[config.mk]
export PLATFORM = sky130hd
export DESIGN_NAME = compound_accumulator
export DESIGN_NICKNAME = d
export VERILOG_FILES = /design/src/rtl/compound_accumulator.sv
export SDC_FILE = /design/constraint.sdc
export NUM_CORES = 1
export LEC_CHECK = 0
export BUFFER_PORTS_ARGS = -buffer_cell sky130_fd_sc_hd__buf_4
export CAP_MARGIN = 10
export CORE_UTILIZATION = 28
export DETAILED_ROUTE_END_ITERATION = 10
export HOLD_SLACK_MARGIN = 0.1
export PLACE_DENSITY = 0.51
export SETUP_SLACK_MARGIN = 0.15
export SYNTH_ARGS = -nofsm -noshare
export SYNTH_HDL_FRONTEND = slang
export SYNTH_SLANG_ARGS = --single-unit
[constraint.sdc]
create_clock -name clk -period 8.97 [get_ports clk]
set_input_delay 0 -clock clk [delete_from_list [all_inputs] [get_ports clk]]
set_output_delay 0 -clock clk [all_outputs]
set_load 0.02 [all_outputs]
[src/rtl/compound_accumulator.sv]
// compound_accumulator: sums signed frames from an upstream producer and emits
// one result per closed section. A section closes on a frame whose y flag is
// set, or when the frame count reaches m_limit (m_limit = 0 disables the
// limit). The block then holds the result until downstream accepts it.
//
// b_in carries the compound frame packed as {x, y}: x occupies bits
// [DATA_W:1] and y is bit 0.
module compound_accumulator #(
  parameter int DATA_W = 32,
  parameter int CNT_W  = 8
) (
  input  logic              clk,
  input  logic              rst,
  input  logic [DATA_W:0]   b_in,
  input  logic              b_in_sync,
  output logic              b_in_notify,
  output logic [DATA_W-1:0] r_out,
  input  logic              r_out_sync,
  output logic              r_out_notify,
  input  logic [CNT_W-1:0]  m_limit,
  output logic [CNT_W-1:0]  cnt_out
);

  typedef struct packed {
    logic signed [DATA_W-1:0] x;
    logic                     y;
  } compound_t;

  typedef enum logic [0:0] {
    SECTION_READ  = 1'b0,
    SECTION_WRITE = 1'b1
  } state_t;

  compound_t frame;
  assign frame = compound_t'(b_in);

  // Registered state
  state_t            state;
  logic [DATA_W-1:0] sum;
  logic [CNT_W-1:0]  cnt;

  // Next-state values
  state_t            state_n;
  logic [DATA_W-1:0] sum_n;
  logic [CNT_W-1:0]  cnt_n;
  logic [DATA_W-1:0] r_out_n;
  logic              r_out_notify_n;
  logic              b_in_notify_n;
  logic [CNT_W-1:0]  cnt_out_n;

  // Candidate values for an accepted frame; wrap-around is intentional.
  logic [DATA_W-1:0] sum_acc;
  logic [CNT_W-1:0]  cnt_acc;
  logic              close;

  assign sum_acc = sum + frame.x;
  assign cnt_acc = cnt + CNT_W'(1);
  assign close   = frame.y || ((m_limit != '0) && (cnt_acc >= m_limit));

  // Next-state and registered-output decode for the two-section handshake.
  always_comb begin
    // NOTE: every signal gets a default first so no path leaves one unassigned,
    // which would otherwise infer a latch.
    state_n        = state;
    sum_n          = sum;
    cnt_n          = cnt;
    r_out_n        = r_out;
    r_out_notify_n = r_out_notify;
    b_in_notify_n  = b_in_notify;
    cnt_out_n      = cnt_out;

    unique case (state)
      SECTION_READ: begin
        if (b_in_sync) begin
          if (close) begin
            r_out_n        = sum_acc;
            r_out_notify_n = 1'b1;
            b_in_notify_n  = 1'b0;
            sum_n          = '0;
            cnt_n          = '0;
            state_n        = SECTION_WRITE;
          end else begin
            sum_n = sum_acc;
            cnt_n = cnt_acc;
          end
        end
      end
      SECTION_WRITE: begin
        // Upstream is ignored here; only the downstream accept moves us on.
        if (r_out_sync) begin
          r_out_notify_n = 1'b0;
          b_in_notify_n  = 1'b1;
          cnt_out_n      = cnt_out + CNT_W'(1);
          state_n        = SECTION_READ;
        end
      end
      default: state_n = SECTION_READ;
    endcase
  end

  // State and output registers with synchronous active-low reset.
  always_ff @(posedge clk) begin
    // NOTE: sequential state uses non-blocking assignments so every register
    // samples the pre-edge values regardless of statement order.
    if (!rst) begin
      state        <= SECTION_READ;
      sum          <= '0;
      cnt          <= '0;
      r_out        <= '0;
      r_out_notify <= 1'b0;
      b_in_notify  <= 1'b1;
      cnt_out      <= '0;
    end else begin
      state        <= state_n;
      sum          <= sum_n;
      cnt          <= cnt_n;
      r_out        <= r_out_n;
      r_out_notify <= r_out_notify_n;
      b_in_notify  <= b_in_notify_n;
      cnt_out      <= cnt_out_n;
    end
  end

endmodule

==> flow_summary.toml <==
[outcome]
outcome = "finished, final reports clean"

[critical_path]
cp_cell_sequence = "and3_1, and3_1, nand3_1, xnor2_1, ha_1, and4_2, a2bb2oi_1, a21oi_2, buf_4, nor2_2, buf_4, nor2_1, nor3_1"
rr_startpoint = "cnt[2]"
reg2reg_depth = 13
crit_type = "flip-flop to flip-flop"
cpPeakStageDelay_ns = 0.40
cp-startpoint = "cnt[2]"
arrival_ns = 3.74
startpoint_type = "flip-flop"
crit_family = "simple AND/OR/NAND/NOR gates"
critPathBufInv = 2
worst-path-max-fanout = 22
critPathCaptureType = "flip-flop"
cp_slowest_cell = "dfxtp_1"
r2r-end = "r_out[2]"
path_depth = 13
rrSetupSlack_ns = 5.50
crit_end = "r_out[2]"
cp.required_ns = 9.24

[routing]
wl_per_cell_um = 15.3
post-route-drc-count = 0
ant_nets = 0
drt-initial-drc-count = 192
first_pass_iters = 4
wirelength_um = 14100
drt-vias-per-instance = 5.07
num_vias = 4655

[logic_synthesis]
yosys_warnings = 0
ys_types = 70
synthCells = 608
ys_ff_latch = 83
synthFlopType = "dfxtp_1"
synth.avg_cell_area_um2 = 8.14
synth_nets = 695
synth_edf_count = 0
netlist_area_mm2 = 0.00495
async_flop_share = 0
synth_seq_area_share = 0.336

[pwr]
power_frac_comb = 0.227
p_sw_frac = 0.309
power_density_mw_per_mm2 = 160
p_switching_mw = 0.303
power.total_mw = 0.982
pwr-share-clk = 0.362
p_leak_nw = 2.68
cell_internal_pwr_mw = 0.678
power_frac_seq = 0.411
vdd_drop_max_mv = 0.105

[grt]
grt_pass1_wl_um = 22500
grt_use_total = 0.159
grt_pass1_vias = 4455
grt_max_degree = 49
gr-total-overflow = 0
antenna_found_initial = 0

[sta]
period_minus_slack_ns = 3.47
fmax_mhz = 288
finalClockSkew_ns = 0.0115
tns_ns = 0
hold_viol = 0
slew_headroom = 0.650
tightest_slew_ns = 0.524
slew_violations = 0
setup_viol = 0
min_period_over_period = 0.387
fin_ws_ns = 5.50
rsz0062_at_grt = "no"

[placed_design]
numPortBuffers = 86
gp_congestion = 0.878
post-place-ws_ns = 5.50
dpl.hpwl_um = 10400

[layout]
nFillCells = 1817
final_cell_mix = "nand2_1, buf_4, dfxtp_1"
syn_to_final_growth_pct = 23.6
antenna_cells = 0
final_nets = 776
drive_gt1_frac = 0.176

[die]
chipHeight_um = 135
die_w_um = 135
coreArea_mm2 = 0.0173
rows = 48
io_pins = 87
start_util = 0.286
die_area_mm2 = 0.0182

[cts]
cts_sinks = 83
clk_path_buf_depth = 2
cts_resized = 0
cts_tree = "yes"
htreeDepth = 3
cts_root_buf = "clkbuf_16"
clk_latency_ns = 0.35
numCtsBuffers = 9
clk_pin_slew_ns = 0.07

[run]
maxCapViolations = 0

[hold_path]
min_path_type = "primary input to flip-flop"
==> registers in the layout, summed over array words and instances (netlist names) <==
name and count:
b_in_notify 1, cnt 8, state 1, r_out 32, cnt_out 8, sum 32
r_out_notify 1
==> metal layers <==
layer | up-vias | part of all wire | global-route usage
met5 | - | 0 | 0
met4 | 0 | 0.011 | 0.0418
met3 | 12 | 0.051 | 0.0383
met2 | 111 | 0.49 | 0.275
met1 | 2174 | 0.45 | 0.195
li1 | 2358 | - | -
==> worst min-delay path by stage <==
stage          cells after the start        from  slack, ns  endpoint
2_1_floorplan                      2         rst       0.18   sum[15]
3_3_place_gp                       3  r_out_sync       0.29     state
3_5_place_dp                       3  r_out_sync       0.29     state
4_1_cts                            4     b_in[2]       0.13  r_out[1]
5_1_grt                            4    b_in[32]       0.16   sum[31]
6_report                           4     b_in[2]       0.13  r_out[1]
==> cell usage after synthesis, types with 2 or more instances <==
master	number	area, um2
a311oi_1	4	35.0
a22oi_1	3	22.5
or4_1	2	15.0
a32o_1	7	70.1
a21boi_0	2	15.0
nand4b_1	2	17.5
a21o_1	22	165
o21a_1	5	37.5
xnor2_1	19	166
nand2b_1	6	37.5
nand3_1	34	170
clkbuf_1	16	60.1
ha_1	41	513
a211o_1	2	17.5
mux2i_1	2	20.0
buf_1	3	11.3
and3_1	8	50.1
a2bb2oi_1	2	17.5
and2_1	3	18.8
o21bai_1	3	22.5
a31oi_1	6	37.5
a21oi_2	2	17.5
o211ai_1	2	15.0
xor2_1	20	175
or3_1	6	37.5
nand4_1	6	37.5
nor2b_1	5	31.3
nor3_1	6	30.0
nand3b_1	3	22.5
nand2_1	94	353
a21oi_1	73	365
o21ai_0	32	160
o21ai_1	2	10.0
nor4_1	3	18.8
dfxtp_1	83	1660
buf_2	5	25.0
inv_1	12	45.0
nor2_1	30	113
==> power groups by stage <==
| stage | clock, mW | sequential [mW] | combinational, mW |
|---|---|---|---|
| finish | 0.356 | 0.403 | 0.222 |
| global route | 0.384 | 0.406 | 0.246 |
| CTS | 0.367 | 0.404 | 0.225 |
| detailed placement | 0 | 0.412 | 0.222 |
| global placement | 0 | 0.411 | 0.221 |
| floorplan | 0 | 0.421 | 0.136 |
==> per-stage QoR <==
stage	hold WS (ns)	area, um2	utilization	std cells
finish	0.135	6120	0.354	919
global route	0.159	6120	0.354	919
CTS	0.126	6120	0.354	919
detailed placement	0.291	5810	0.336	900
global placement	0.291	5810	0.336	900
floorplan	0.181	4950	-	608
==> kinds of logic after synthesis <==
kind of cell,Yosys count,share of synthesized area
buffers and inverters,40,0.0361
XOR/XNOR,39,0.0690
adder cells (fa/ha/maj),42,0.108
AND/OR/NAND/NOR,215,0.205
flip-flops,83,0.336
AO/OA/AOI/OAI,187,0.242
multiplexers,2,0.00404
==> what timing repair did <==
| action | 4_1_cts | 5_1_grt |
|---|---|---|
| endpoints found under the hold margin | 11 | 0 |
| buffers inserted | 0 | 0 |
| hold buffers | 3 | 0 |
==> tightest hold or removal path: cells and delay by family <==
| family | cells | cell delay [ns] |
|---|---|---|
| buf+inv | 1 | 0.10 |
| simple gates | 1 | 0.05 |
| fa+ha+maj | 1 | 0.19 |
| compound gates | 1 | 0.10 |
==> area by class of cell <==
| class | count | area, um2 | area share |
|---|---|---|---|
| timing repair buffer | 97 | 736 | 0.120 |
| tap | 225 | 282 | 0.0460 |
| multi-input combinational | 485 | 3110 | 0.508 |
| clock inverter | 5 | 37.5 | 0.00613 |
| clock buffer | 11 | 243 | 0.0397 |
| inverter | 13 | 48.8 | 0.00797 |
| sequential | 83 | 1660 | 0.272 |
Note: power is estimated with default switching activity, not from simulation.
